--- config.mk ---
export PLATFORM = sky130hd
export DESIGN_NAME = pulse_window_counter
export DESIGN_NICKNAME = d
export VERILOG_FILES = /design/src/rtl/pulse_window_counter.sv
export SDC_FILE = /design/constraint.sdc
export NUM_CORES = 1
export LEC_CHECK = 0
export CORE_ASPECT_RATIO = 0.6
export CORE_MARGIN = 2
export CORE_UTILIZATION = 30
export DETAILED_ROUTE_END_ITERATION = 8
export GPL_TIMING_DRIVEN = 1
export PLACE_DENSITY = 0.48
export SYNTH_ARGS = -nofsm -noshare
export SYNTH_HDL_FRONTEND = slang
export SYNTH_SLANG_ARGS = --single-unit
--- constraint.sdc ---
create_clock -name clkb -period 8.69 [get_ports clkb]
set_clock_uncertainty 0.1 [all_clocks]
set_input_delay 1.3035 -clock clkb [delete_from_list [all_inputs] [get_ports clkb]]
set_output_delay 1.3035 -clock clkb [all_outputs]
set_load 0.02 [all_outputs]
--- src/rtl/pulse_window_counter.sv ---
// pulse_window_counter: counts single-cycle event pulses over a programmable
// window of clkb cycles and publishes a saturated count, an overflow flag and
// a threshold alarm at the end of every completed window.
module pulse_window_counter #(
  parameter int CNT_W = 8,
  parameter int WIN_W = 16
) (
  input  logic             clkb,
  input  logic             rstb,
  input  logic             pulseb,
  input  logic             enable,
  input  logic [WIN_W-1:0] win_len,
  input  logic [CNT_W-1:0] threshold,
  output logic [CNT_W-1:0] count_out,
  output logic             count_valid,
  output logic             overflow,
  output logic             alarm,
  output logic             running
);

  typedef enum logic {
    IDLE = 1'b0,
    RUN  = 1'b1
  } state_t;

  localparam logic [CNT_W-1:0] ACC_MAX = {CNT_W{1'b1}};

  state_t           state_q, state_d;
  logic [WIN_W-1:0] win_cnt_q, win_cnt_d;
  logic [WIN_W-1:0] win_len_q, win_len_d;
  logic [CNT_W-1:0] acc_q, acc_d;
  logic             ovf_acc_q, ovf_acc_d;
  logic [CNT_W-1:0] count_out_q, count_out_d;
  logic             count_valid_q, count_valid_d;
  logic             overflow_q, overflow_d;
  logic             alarm_q, alarm_d;

  // Accumulator value including this cycle's pulse, clamped at the maximum.
  logic             acc_at_max;
  logic             sat_hit;
  logic [CNT_W-1:0] acc_sat;
  logic             last_cycle;

  assign acc_at_max = (acc_q == ACC_MAX);
  assign sat_hit    = acc_at_max & pulseb;
  assign acc_sat    = acc_at_max ? ACC_MAX : (acc_q + {{(CNT_W-1){1'b0}}, pulseb});
  // win_len_q is never zero while in RUN, so the subtraction cannot wrap there.
  assign last_cycle = (win_cnt_q == (win_len_q - {{(WIN_W-1){1'b0}}, 1'b1}));

  // State and datapath registers; reset clears every output immediately.
  always_ff @(posedge clkb or negedge rstb) begin
    if (!rstb) begin
      state_q       <= IDLE;
      win_cnt_q     <= '0;
      win_len_q     <= '0;
      acc_q         <= '0;
      ovf_acc_q     <= 1'b0;
      count_out_q   <= '0;
      count_valid_q <= 1'b0;
      overflow_q    <= 1'b0;
      alarm_q       <= 1'b0;
    end else begin
      state_q       <= state_d;
      win_cnt_q     <= win_cnt_d;
      win_len_q     <= win_len_d;
      acc_q         <= acc_d;
      ovf_acc_q     <= ovf_acc_d;
      count_out_q   <= count_out_d;
      count_valid_q <= count_valid_d;
      overflow_q    <= overflow_d;
      alarm_q       <= alarm_d;
    end
  end

  // Next-state logic: window sequencing, accumulation and end-of-window publish.
  always_comb begin
    state_d       = state_q;
    win_cnt_d     = win_cnt_q;
    win_len_d     = win_len_q;
    acc_d         = acc_q;
    ovf_acc_d     = ovf_acc_q;
    count_out_d   = count_out_q;
    count_valid_d = 1'b0;
    overflow_d    = overflow_q;
    alarm_d       = alarm_q;

    unique case (state_q)
      IDLE: begin
        win_cnt_d = '0;
        acc_d     = '0;
        ovf_acc_d = 1'b0;
        if (enable && (win_len != '0)) begin
          win_len_d = win_len;
          state_d   = RUN;
        end
      end
      RUN: begin
        if (!enable) begin
          // Abort: the partial window is discarded, published results hold.
          state_d   = IDLE;
          win_cnt_d = '0;
          acc_d     = '0;
          ovf_acc_d = 1'b0;
        end else if (last_cycle) begin
          // A pulse on the final cycle still belongs to this window.
          count_out_d   = acc_sat;
          overflow_d    = ovf_acc_q | sat_hit;
          alarm_d       = (acc_sat >= threshold);
          count_valid_d = 1'b1;
          win_cnt_d     = '0;
          acc_d         = '0;
          ovf_acc_d     = 1'b0;
          if (win_len != '0) begin
            win_len_d = win_len;
          end else begin
            state_d = IDLE;
          end
        end else begin
          win_cnt_d = win_cnt_q + {{(WIN_W-1){1'b0}}, 1'b1};
          acc_d     = acc_sat;
          ovf_acc_d = ovf_acc_q | sat_hit;
        end
      end
      default: state_d = IDLE;
    endcase
  end

  assign count_out   = count_out_q;
  assign count_valid = count_valid_q;
  assign overflow    = overflow_q;
  assign alarm       = alarm_q;
  assign running     = (state_q == RUN);

endmodule

==> results.md, run 1 <==
- Outcome: finished, final reports clean
- Vias in the first global route: ~2,400
- # rows: 29
- Via Count: around 2,500
- Number of flops mapped to enable cells by yosys: 0
- Diode count: 0
- Net switching power: roughly 190 uW
- Final std cells w/o fill: 494
- DRT iter0 DRCs: 133
- CP max FO: 26
- Post-Place Setup Slack: between 4 and 5 ns
- 1st-pass router iterations: 4
- Multi-input logic area: about 1700 um2
- Cell Int Power: ~430 uW
- Async SR Flop Fraction: 1.00
- Synthesized flop and latch total: 53
- Gr busiest metal: met1
- Io pins: 40
- Storage cell area: between 1000 and 1500 um2
- Core ar.: around 10,000 um2
- Cell count after synthesis: 320
- Setup bufs post-CTS: 0
- Die height: 83.9 um
- Clock share of power: 0.335
- Largest net degree at the start of global routing: 54
- Synth Warn #: 0
- F_max: between 200 and 300 MHz
- Largest area contributor in the netlist: dfrtp_1
- Synth unique cells: 52
- Max Root-Sink Buffers: 2
- DRC viols: 0
- Slew Limit Headroom: 0.310
- Commonest cells after routing, fill and taps aside: 53 x dfrtp_1, 38 x clkdlybuf4s50_1, 36 x nor2_1
- Worst-Margin Slew: between 1 and 1.5 ns
- Final Wtd Congestion: 0.875
- Initial Util: 0.306
- H-tree Lvls: 2
- Max Slew Vio Count: 0
- Clock Pin Slew Worst Setup and Hold Paths: 0.07 ns
- Post-CTS Hold Fix Bufs: 0
- Chip width: about 140 um
- Worst EP arrival: between 3 and 4 ns
- Critical path type: reg -> reg
- Clk sink count: 53
- Reg power frac: 0.474
- Routed WL: slightly below 8 mm
- Min-Delay Path Class: reg -> reg
- Latest clock arrival within the worst-skew pair: roughly 0.30 ns
- Fraction of layout cells with a size suffix above 1: 0.115
- Comb pwr share: 0.190
- Critical Path Start Type: register
- GR Layer Usage met2: 0.175
- Detailed placement HPWL: 5.73 mm
- Initial antenna violation count: 0
- Final period utilization: 0.447
- Syn-to-layout area delta: 19.9%
- RSZ-0062 raised after global routing: no
- Layout filler cell count: 1,062
- Worst Setup Slack, final: approximately 4.8 ns
- Die area: approximately 12,000 um2
- TritonCTS buffer count: 5
- Endpoints failing setup: 0
- Synth top area share: 0.415
- M1 GR Usage: 0.245
- Antenna violation net count after detailed routing: 0
- Leakage power: 0.00164 uW
- Post-route minimum period: between 3 and 4 ns
- Number of buffers inserted by port buffering: 39
- Switch share: 0.308
- Setup TNS: 0 ns
- Mapped cell area: roughly 3200 um2
- Vias per inst: 5.01
- Placed cells: between 400 and 500
- Commonest non-fill, non-tap cell in the layout: dfrtp_1
- Routed WL per cell: 15.6 um
- Avg Inst Size Synth: ~10 um2
- First-pass GRT wire length: about 13 mm
- Global-route met3 utilization: 0.0492
- Crit end category: register
- Final #Nets: 394
- Pwr per Cell Area: 161 nW/um2
- Register area share after synthesis: 0.415
- Clock root buffer: clkbuf_16
- Peak VDD IR: a little under 0.08 mV
- Max_cap viols: 0
- CP required: just under 9 ns
- GR Overflow Total: 0
- Ys flop type: dfrtp_1
- Synth top area cells: dfrtp_1 42%, mux2_2 5.6%, xor2_1 5.2%
- PostCTS Resize Cnt: 0
- CTS tree: done
- Net Count, Synth: 360
- Final hold violations: 0
- Total track usage: 0.149
-- state kept, by name (all words and copies together), names as in the netlist --
| name | cells |
|---|---|
| win_cnt_q | 16 |
| acc_q | 8 |
| win_len_q | 16 |
| count_out | 8 |
| running | 1 |
| ovf_acc_q | 1 |
| overflow | 1 |
| alarm | 1 |
| count_valid | 1 |
-- through the flow --
stage | hold WS (ns) | util | total power [uW] | area [um2]
4_1_cts | 0.387 | 0.366 | 625 | 3830
6_report | 0.383 | 0.366 | 618 | 3830
3_5_place_dp | 0.370 | 0.353 | 414 | 3680
2_1_floorplan | 0.350 | - | 373 | 3190
3_3_place_gp | 0.371 | 0.353 | 413 | 3680
5_1_grt | 0.426 | 0.366 | 657 | 3830
-- Yosys cell counts (2+ instances only) --
master / n
dfrtp_1: 53
mux2_2: 16
nand2b_1: 6
nand3_1: 12
nor4_1: 11
or2_2: 2
o2111ai_1: 2
nor3_1: 8
buf_4: 3
clkbuf_1: 6
mux2_4: 8
nand4_1: 5
buf_6: 2
or4_1: 3
o31a_1: 3
o211ai_1: 3
o31ai_1: 3
xor2_1: 19
a21o_1: 4
nor2_1: 36
nor3b_1: 2
inv_1: 13
a211oi_1: 3
a21oi_1: 10
a22oi_1: 3
buf_2: 2
nand2_1: 21
ha_1: 12
and3_1: 4
o22ai_1: 2
o21ai_0: 6
xnor2_1: 17
-- power groups by stage --
| stage | logic (uW) | clock network (uW) | registers [uW] |
|---|---|---|---|
| CTS | 117 | 215 | 293 |
| global route | 130 | 229 | 298 |
| finish | 118 | 207 | 293 |
| global placement | 116 | 0 | 297 |
| floorplan | 93.7 | 0 | 279 |
| detailed placement | 116 | 0 | 298 |
-- layer usage --
layer  wire [um]  up-vias
li1            -     1213
met1        4420     1200
met2        2810       60
met3         463        4
met4          31        0
met5           0        -
-- final timing paths --
path / endpoint / from / slack (ns) / cells after the start
worst max-delay path: win_cnt_q[9] / win_len_q[0] / 4.81 / 9
worst min-delay path: ovf_acc_q / ovf_acc_q / 0.38 / 2
worst max register to register: win_cnt_q[9] / win_len_q[0] / 4.81 / 9
worst min register to register: ovf_acc_q / ovf_acc_q / 0.38 / 2
max in group asynchronous: count_valid / rstb / 6.98 / 2
min in group asynchronous: win_len_q[15] / rstb / 1.02 / 2
-- cell families (layout without fill, tap and decap cells) --
group | count (synthesis) | count (layout) | synth area share
simple gates | 119 | 119 | 0.194
flops | 53 | 53 | 0.415
compound gates | 48 | 48 | 0.106
xor+xnor | 36 | 36 | 0.0987
buf+inv | 27 | 62 | 0.0411
mux | 25 | 25 | 0.0972
fa+ha+maj | 12 | 12 | 0.0470
-- area by class of cell --
type | instances | area share
inverters | 13 | 0.0127
well taps | 139 | 0.0454
clock buffers | 6 | 0.0337
clock inverters | 2 | 0.00360
flip-flops and latches | 53 | 0.347
repair buffers | 41 | 0.105
multi-input cells | 240 | 0.453
-- critical path: stages, from the launching register on --
cell,delay [ns]
dfrtp_1,0.50
inv_1,0.10
ha_1,0.28
nor3b_1,0.69
nand2_1,0.15
o31ai_1,0.39
nand4b_1,0.17
or4b_1,0.75
nand3_2,0.49
nor2_1,0.11
(Power assumes the default switching activity.)
==> run 2: changes to the inputs <==
--- a/config.mk
+++ b/config.mk
@@ -10,7 +10,7 @@
 export CORE_UTILIZATION = 30
 export DETAILED_ROUTE_END_ITERATION = 8
 export GPL_TIMING_DRIVEN = 1
-export PLACE_DENSITY = 0.48
+export PLACE_DENSITY = 0.5
 export SYNTH_ARGS = -nofsm -noshare
 export SYNTH_HDL_FRONTEND = slang
 export SYNTH_SLANG_ARGS = --single-unit
==> constraint.sdc (replaced) <==
create_clock -name clkb -period 3.2 [get_ports clkb]
set_clock_uncertainty 0.1 [all_clocks]
set_input_delay 0.48 -clock clkb [delete_from_list [all_inputs] [get_ports clkb]]
set_output_delay 0.48 -clock clkb [all_outputs]
set_load 0.02 [all_outputs]
==> run 2 against run 1 <==
Non-clock buffer count is 40 higher. Flip-flop and latch count stayed put. Clock power grew to 2.7 times the previous value. Combinational power grew to 4.2 times the previous value. Die area stayed put. Hold slack worse by 0.17 ns. Global-route usage is 0.36 points higher. Sequential power grew to 2.6 times the previous value. Register-to-register slack worse by 4.7 ns. Via count is 4.4% higher. Fmax is 24% higher. Final cell count is 8.1% higher.
==> results.md, run 2 (synthesis results as in run 1) <==
- Endpoints failing setup: 0 (unchanged)
- # rows: 29 (unchanged)
- Routed WL: 8.16 mm (+5.6%)
- R2r startpoint: win_len_q[0]
- R2R cell count: 7 (-2)
- Clock Pin Slew Worst Setup and Hold Paths: 0.07 ns (about the same)
- Syn-to-layout area delta: 31.1%
- DRC viols: 0 (unchanged)
- Number of buffers inserted by port buffering: 39 (unchanged)
- Post-Place Setup Slack: -0.0856 ns (-4.78 ns)
- Worst Setup Slack, final: 0.0811 ns (-4.73 ns)
- Commonest non-fill, non-tap cell in the layout: dfrtp_1
- WHS: 0.216 ns (-0.167 ns)
- Worst setup path start: win_len_q[0]
- Worst-Margin Slew: 0.924 ns (-0.102 ns)
- Critical Path Start Type: register
- DRT iter0 DRCs: 169 (+27%)
- Routed WL per cell: 15.3 um (-2.3%)
- Reg2reg setup slack: 0.08 ns (-4.73 ns)
- Critical path type: reg -> reg
- Setup TNS: 0 ns (unchanged)
- Total track usage: 0.152 (+0.00360)
- Crit end category: register
- CP most frequent cell: or4_4
- Clock root buffer: clkbuf_16
- Worst r2r dst: count_out[6]
- Die height: 83.9 um (unchanged)
- Final Wtd Congestion: 0.917 (+4.9%)
- Peak VDD IR: 0.221 mV (+180%)
- Crit path max-delay cell type: or4_4
- Initial antenna violation count: 0 (unchanged)
- CP max FO: 8 (-69%)
- Post-route minimum period: 3.12 ns (-0.761 ns)
- Die area: 11,500 um2 (unchanged)
- Io pins: 40 (unchanged)
- Clk sink count: 53 (unchanged)
- GR Overflow Total: 0 (unchanged)
- Final core utilization: 0.401 (+0.0344)
- Via Count: 2,587 (+4.4%)
- Final period utilization: 0.975 (+0.528)
- Final #Nets: 434 (+10%)
- Diode count: 0 (unchanged)
- Delay of the slowest critical-path stage: 0.58 ns (-0.17 ns)
- Fraction of layout cells with a size suffix above 1: 0.225 (+0.110)
- Post-CTS Hold Fix Bufs: 0 (unchanged)
- Largest net degree at the start of global routing: 41 (-24%)
- First-pass GRT wire length: 13.5 mm (+2.8%)
- Max Root-Sink Buffers: 2 (unchanged)
- Placed cells: 521 (+7.2%)
- Core ar.: 10,500 um2 (unchanged)
- Latest clock arrival within the worst-skew pair: 0.29 ns (about the same)
- Min-Delay Path Class: in -> async
- H-tree Lvls: 2 (unchanged)
- 1st-pass router iterations: 4 (unchanged)
- Slew Limit Headroom: 0.384 (+0.0746)
- F_max: 321 MHz (+24%)
- Detailed placement HPWL: 6.36 mm (+11%)
- Final hold violations: 0 (unchanged)
- Vias in the first global route: 2,457 (+0.41%)
- Chip width: 137 um (unchanged)
- CP required: 3.28 ns (-5.48 ns)
- RSZ-0062 raised after global routing: no
- Initial Util: 0.306 (unchanged)
- Final std cells w/o fill: 534 (+8.1%)
- Outcome: finished, final reports clean
- Commonest cells after routing, fill and taps aside: 52 x dfrtp_1, 40 x buf_4, 38 x clkdlybuf4s50_1
- CP cell instances: or4_4, o31a_1, or4_4, o211ai_2, or4b_4, nor2_8, mux2_4
- Max Slew Vio Count: 0 (unchanged)
- Vias per inst: 4.84 (-3.4%)
- Max_cap viols: 0 (unchanged)
- CTS tree: done
- TritonCTS buffer count: 5 (unchanged)
- Largest registers: win_cnt_q (16), win_len_q (16)
- Pwr per Cell Area: 430 nW/um2 (+170%)
- Worst EP arrival: 3.20 ns (-0.75 ns)
- Leakage power: 0.00185 uW (+12%)
- Antenna violation net count after detailed routing: 0 (unchanged)
run 2: layout make-up:
type | count | area (um2)
Timing Repair Buffer | 81 | 726
Inverter | 13 | 48.8
Multi-Input combinational cell | 240 | 1760
Fill cell | 1044 | 6260
Clock inverter | 3 | 21.3
Tap cell | 139 | 174
Sequential cell | 53 | 1330
Clock buffer | 5 | 125
run 2: worst max path at each step:
stage                    to  slack (ns)  cells past startpoint
2_1_floorplan         alarm        0.02                     11
3_3_place_gp   count_out[7]       -0.04                      9
3_5_place_dp   count_out[5]       -0.09                      9
4_1_cts        count_out[2]        0.05                      9
5_1_grt        count_out[7]       0.002                      9
6_report       count_out[6]        0.08                      7
run 2: worst max-delay path, delay by kind of cell, from the launching register on:
kind / cells / cell delay (ns)
AOI/OAI and AO/OA: 2 / 0.37
DFF: 1 / 0.42
muxes: 1 / 0.33
and+or+nand+nor: 4 / 1.79
run 2: routing by layer:
metal	wire length [um]	up-vias	global-route usage	part of all wire
met3	618	4	0.0510	0.076
met1	4510	1235	0.251	0.55
li1	-	1284	-	-
met5	0	-	0	0
met4	44	0	0.0309	0.0054
met2	2990	64	0.183	0.37
run 2: repair_timing:
action / CTS / global route
gates resized for setup: 1 / 7
pin swaps: 2 / 5
endpoints found under the setup margin: 32 / 36
hold endpoints to repair: 0 / 0
buffers inserted: 0 / 5
cloned: 0 / 0
run 2: through the flow:
stage | total power, uW | instance area [um2]
6_report | 1800 | 4190
5_1_grt | 1900 | 4190
4_1_cts | 1790 | 4140
3_5_place_dp | 1230 | 3990
2_1_floorplan | 1020 | 3220
3_3_place_gp | 1230 | 3990
run 2: power by group:
group	switching, uW	total (uW)	leakage, uW	internal [uW]
Combinational	233	490	0.00108	257
Sequential	45.0	758	0.000698	713
Clock	259	551	0.0000702	292
==> run 3: changes to the inputs <==
--- a/config.mk
+++ b/config.mk
@@ -7,10 +7,11 @@
 export LEC_CHECK = 0
 export CORE_ASPECT_RATIO = 0.6
 export CORE_MARGIN = 2
-export CORE_UTILIZATION = 30
+export CORE_UTILIZATION = 45
 export DETAILED_ROUTE_END_ITERATION = 8
 export GPL_TIMING_DRIVEN = 1
-export PLACE_DENSITY = 0.5
+export PLACE_DENSITY = 0.67
+export SLEW_MARGIN = 10
 export SYNTH_ARGS = -nofsm -noshare
 export SYNTH_HDL_FRONTEND = slang
 export SYNTH_SLANG_ARGS = --single-unit
==> constraint.sdc (replaced) <==
create_clock -name clkb -period 4 [get_ports clkb]
set_clock_uncertainty 0.1 [all_clocks]
set_input_delay 0.6 -clock clkb [delete_from_list [all_inputs] [get_ports clkb]]
set_output_delay 0.6 -clock clkb [all_outputs]
set_load 0.02 [all_outputs]
==> run 3 against run 2 <==
Die area shrank 32%. Fmax shrank 12%. Final cell count shrank 16%. Core utilization grew 16 points. Register-to-register slack gained 0.37 ns. Setup slack gained 0.37 ns. Via count shrank 0.81%. Cell area shrank 8.9%. Critical path type unchanged. Critical endpoint is now count_out[5]. Highest routed layer unchanged.
==> results.md, run 3 (synthesis results as in run 1) <==
- Fraction of layout cells with a size suffix above 1: 0.131 (-0.0948)
- Largest registers: win_cnt_q (16), win_len_q (16)
- Number of buffers inserted by port buffering: 39 (unchanged)
- Detailed placement HPWL: 5.94 mm (-6.6%)
- Max Slew Vio Count: 0 (unchanged)
- Latest clock arrival within the worst-skew pair: 0.30 ns (about the same)
- Commonest non-fill, non-tap cell in the layout: dfrtp_1
- F_max: 282 MHz (-12%)
- CP max FO: 9 (+1)
- Peak VDD IR: 0.190 mV (-14%)
- Via Count: 2,566 (-0.81%)
- Worst EP arrival: 3.63 ns (+0.43 ns)
- Final std cells w/o fill: 447 (-16%)
- R2r startpoint: win_len_q[4]
- CP most frequent cell: or4_1
- First-pass GRT wire length: 12.9 mm (-4.3%)
- # rows: 23 (-21%)
- Final #Nets: 399 (-8.1%)
- Routed WL per cell: 17.3 um (+13%)
- Worst setup path start: win_len_q[4]
- Setup bufs post-CTS: 0 (unchanged)
- Routed WL: 7.75 mm (-5.0%)
- Chip width: 113 um (-18%)
- Core ar.: 6760 um2 (-35%)
- Reg2reg setup slack: 0.46 ns (+0.37 ns)
- Die height: 69.3 um (-17%)
- TritonCTS buffer count: 5 (unchanged)
- DRT iter0 DRCs: 309 (+83%)
- Commonest cells after routing, fill and taps aside: 53 x dfrtp_1, 38 x clkdlybuf4s50_1, 36 x nor2_1
- Worst setup endpoint: count_out[5]
- Delay of the slowest critical-path stage: 0.70 ns (+0.12 ns)
- Placed cells: 439 (-16%)
- Outcome: finished, final reports clean
- Worst Setup Slack, final: 0.455 ns (+0.374 ns)
- CTS tree: done
- Crit path max-delay cell type: or4_1
- CP cell instances: or4_1, o31a_1, or4_1, o211ai_2, or4b_1, nor2_8, mux2_4
- Post-Place Setup Slack: 0.480 ns (+0.565 ns)
- Clock root buffer: clkbuf_16
- Final hold violations: 0 (unchanged)
- Vias per inst: 5.74 (+18%)
- Syn-to-layout area delta: 19.4%
- CP required: 4.08 ns (+0.80 ns)
- Critical Path Start Type: register
- DRC viols: 0 (unchanged)
- Max_cap viols: 0 (unchanged)
- Endpoints failing setup: 0 (unchanged)
- H-tree Lvls: 2 (unchanged)
- Die area: 7810 um2 (-32%)
- Crit end category: register
- Layout filler cell count: 592 (-43%)
- RSZ-0062 raised after global routing: no
- Slew Limit Headroom: 0.584 (+0.200)
- Post-route minimum period: 3.54 ns (+0.426 ns)
- Clock Pin Slew Worst Setup and Hold Paths: 0.07 ns (about the same)
- Min-Delay Path Class: in -> async
- Final Wtd Congestion: 0.926 (+0.89%)
- Pwr per Cell Area: 349 nW/um2 (-19%)
- Worst-Margin Slew: 0.618 ns (-0.306 ns)
- Post-CTS Hold Fix Bufs: 0 (unchanged)
- Diode count: 0 (unchanged)
- PostCTS Resize Cnt: 0 (-1)
- Initial antenna violation count: 0 (unchanged)
- Leakage power: 0.00167 uW (-9.5%)
- Antenna violation net count after detailed routing: 0 (unchanged)
- Final period utilization: 0.886 (-0.0885)
- Setup TNS: 0 ns (unchanged)
- Io pins: 40 (unchanged)
- Vias in the first global route: 2,390 (-2.7%)
- Total track usage: 0.213 (+0.0608)
- R2R cell count: 7 (unchanged)
- Worst r2r dst: count_out[5]
- Max Root-Sink Buffers: 2 (unchanged)
- Initial Util: 0.472 (+0.167)
- GR Overflow Total: 0 (unchanged)
- Critical path type: reg -> reg
- Clk sink count: 53 (unchanged)
- 1st-pass router iterations: 5 (+1)
- Largest net degree at the start of global routing: 40 (-2.4%)
[run 3: power breakdown]
| group | leakage [uW] | total [uW] | internal (uW) | switching, uW |
|---|---|---|---|---|
| Combinational | 0.000902 | 266 | 133 | 134 |
| Clock | 0.0000696 | 430 | 230 | 200 |
| Sequential | 0.000699 | 635 | 570 | 65.3 |
| Total | 0.00167 | 1330 | 932 | 399 |
[run 3: worst min path at each step]
stage               from           end  slack (ns)  cells after the start
2_1_floorplan       rstb      acc_q[0]        0.20                      0
3_3_place_gp   ovf_acc_q     ovf_acc_q        0.37                      2
3_5_place_dp   ovf_acc_q     ovf_acc_q        0.38                      2
4_1_cts             rstb  win_len_q[9]         0.1                      1
5_1_grt             rstb  win_len_q[9]        0.11                      1
6_report            rstb  win_len_q[9]        0.09                      1
[run 3: final cells by class]
cell class / count / area, um2 / area share
clock buffers: 5 / 125 / 0.0328
clock inverters: 3 / 17.5 / 0.00459
inverters: 13 / 48.8 / 0.0128
multi-input cells: 240 / 1740 / 0.455
flip-flops and latches: 53 / 1330 / 0.348
well taps: 87 / 109 / 0.0286
repair buffers: 46 / 450 / 0.118
[run 3: worst max-delay path, delay by kind of cell (launching register included)]
family | cells | cell delay [ns]
AOI/OAI and AO/OA | 2 | 0.42
and+or+nand+nor | 4 | 2.11
DFF | 1 | 0.47
muxes | 1 | 0.32
[run 3: stage by stage]
stage	total power, uW	util	instance area [um2]	hold slack [ns]
after global placement	904	0.543	3670	0.374
after detailed placement	905	0.543	3670	0.377
final	1330	0.564	3810	0.0948
after global routing	1400	0.564	3810	0.110
after CTS	1340	0.564	3810	0.0989
after floorplan	810	-	3190	0.204
[run 3: layer usage]
layer | vias to the layer above | GRT usage | share of wire | routed length [um]
li1 | 1223 | - | - | -
met1 | 1230 | 0.360 | 0.55 | 4220
met2 | 103 | 0.254 | 0.36 | 2800
met3 | 10 | 0.0577 | 0.080 | 620
met4 | 0 | 0.0556 | 0.013 | 99
met5 | - | 0 | 0 | 0
==> RTL edit: new RTL, settings of run 2 <==
`WIN_W`: 16 -> 32.
--- a/src/rtl/pulse_window_counter.sv
+++ b/src/rtl/pulse_window_counter.sv
@@ -3,7 +3,7 @@
 // a threshold alarm at the end of every completed window.
 module pulse_window_counter #(
   parameter int CNT_W = 8,
-  parameter int WIN_W = 16
+  parameter int WIN_W = 32
 ) (
   input  logic             clkb,
   input  logic             rstb,
Ports: changed (resized win_len); port bits go from 40 to 56. The function was not compared with the original's and may differ.
==> RTL edit against run 2 <==
The flow now finishes with violations (negative setup slack). Final area grew 73%. Sequential power up 62%. Power increased by 80%. Area after synthesis increased by 63%. Sequential cell count rose by 32. Setup slack worse by 0.51 ns. Wire length is 94% higher. Via count grew 70%. Critical path type unchanged. Largest cell class unchanged. Largest power group unchanged.
==> RTL edit: results (changes against run 2) <==
vias=4405 (+70%); Fin Setup TNS=-26.86 ns (-26.86 ns); max incr delay on CP=0.55 ns (-0.03 ns); crit path DAT=3.75 ns (+0.55 ns); initial antenna violation count=1 (+1); sequential area share after synthesis=40.9% (-0.67 points); final setup margin=-0.433 ns (-0.514 ns); top cells by area, synth=dfrtp_1 41%, mux2_4 8.7%, xnor2_1 7.4%, xor2_1 4.7%, nor2_1 4.3%; Routed WL=15800 um (+94%); Non-clk bufs=138 (+70%); Total Die Area=18500 um^2 (+60%); biggest regs=win_cnt_q: 32 flops, win_len_q: 32 flops; R2R depth=11 (+4); failing checks=negative setup slack; final-report setup violation count=85 (+85); buffers added on ports=55 (+41%); Peak VDD IR=0.205 mV (-7.2%); total track usage=17.6% (+2.4 points); Slew HR=56.9% (+19 points); Clock power frac=33.6% (+2.9 points); HPWL after DPL=11300 um (+78%); nets=694 (+60%); synth cell count leaders=85 x dfrtp_1, 59 x nor2_1, 44 x xnor2_1, 33 x nand2_1, 30 x mux2_4; number of multi-input logic gates=390 (+63%); critical path startpoint=win_len_q[10]; combinational power share=28.3% (+1.1 points); first-pass GRT wire length=24900 um (+84%); H-tree levels=3 (+1); Worst-Skew Late Latency=0.35 ns (+0.06 ns); Syn Nets=562 (+56%); Routability Congestion=0.853 (-7.0%); Distinct cells, synth=59 (+13%); share of layout cells above drive strength 1=27.5% (+5.0 points); Placed Area=6560 um^2 (+65%); #FFs+latches synth=85 (+60%); inverter count=14 (+1); Iteration-0 DRC Markers=229 (+36%); sw frac=30.4% (+0.56 points); Non-clock buffering overhead=18.9% (+1.6 points); clock network area share=4.12% (+0.63 points); status=finished, violations left; largest net degree at the start of global routing=49 (+20%); Worst R2R End=win_len_q[2]; footprint of the multi-input gates=3110 um^2 (+76%); Reg area=2130 um^2 (+60%); FILL cells=1617 (+55%)
## RTL edit: cell count changes after synthesis, sizes merged, moves of 5 or more
cell | before | now
dfrtp | 53 | 85
mux2 | 24 | 40
nand2 | 21 | 33
nand3 | 13 | 18
nand4 | 5 | 10
nor2 | 37 | 60
nor4 | 11 | 22
or4 | 4 | 15
xnor2 | 17 | 44
xor2 | 19 | 28
## RTL edit: kinds of logic (layout without fill, tap and decap cells)
kind of cell | Yosys count | after routing | share of synthesized area (%)
AO/OA/AOI/OAI | 57 | 57 | 8.58
flip-flops | 85 | 85 | 40.9
multiplexers | 40 | 40 | 10.8
XOR/XNOR | 72 | 72 | 12.1
AND/OR/NAND/NOR | 209 | 209 | 21.3
buffers and inverters | 31 | 168 | 3.44
adder cells (fa/ha/maj) | 12 | 12 | 2.88
## RTL edit: what timing repair did
item,4_1_cts,5_1_grt
gates resized for setup,26,18
pin swaps,15,8
endpoints found under the setup margin,85,85
gates cloned,6,1
buffers inserted,8,3
## RTL edit: metal layers
metal | wire (um) | global-route usage [%]
met1 | 8850 | 29.3
met2 | 5880 | 22.6
met3 | 1010 | 3.58
met4 | 95 | 2.88
met5 | 0 | 0
## RTL edit: stage by stage
| step | util, % | worst slack (ns) | hold slack (ns) | std cells | total power [mW] |
|---|---|---|---|---|---|
| after floorplan | - | -0.389 | 0.0844 | 506 | 1.70 |
| after global routing | 42.4 | -0.516 | 0.105 | 877 | 3.38 |
| after detailed placement | 38.4 | -0.464 | 0.381 | 847 | 2.07 |
| after CTS | 42.0 | -0.467 | 0.0792 | 876 | 3.22 |
| final | 42.4 | -0.433 | 0.0500 | 877 | 3.23 |
| after global placement | 38.4 | -0.402 | 0.375 | 847 | 2.06 |
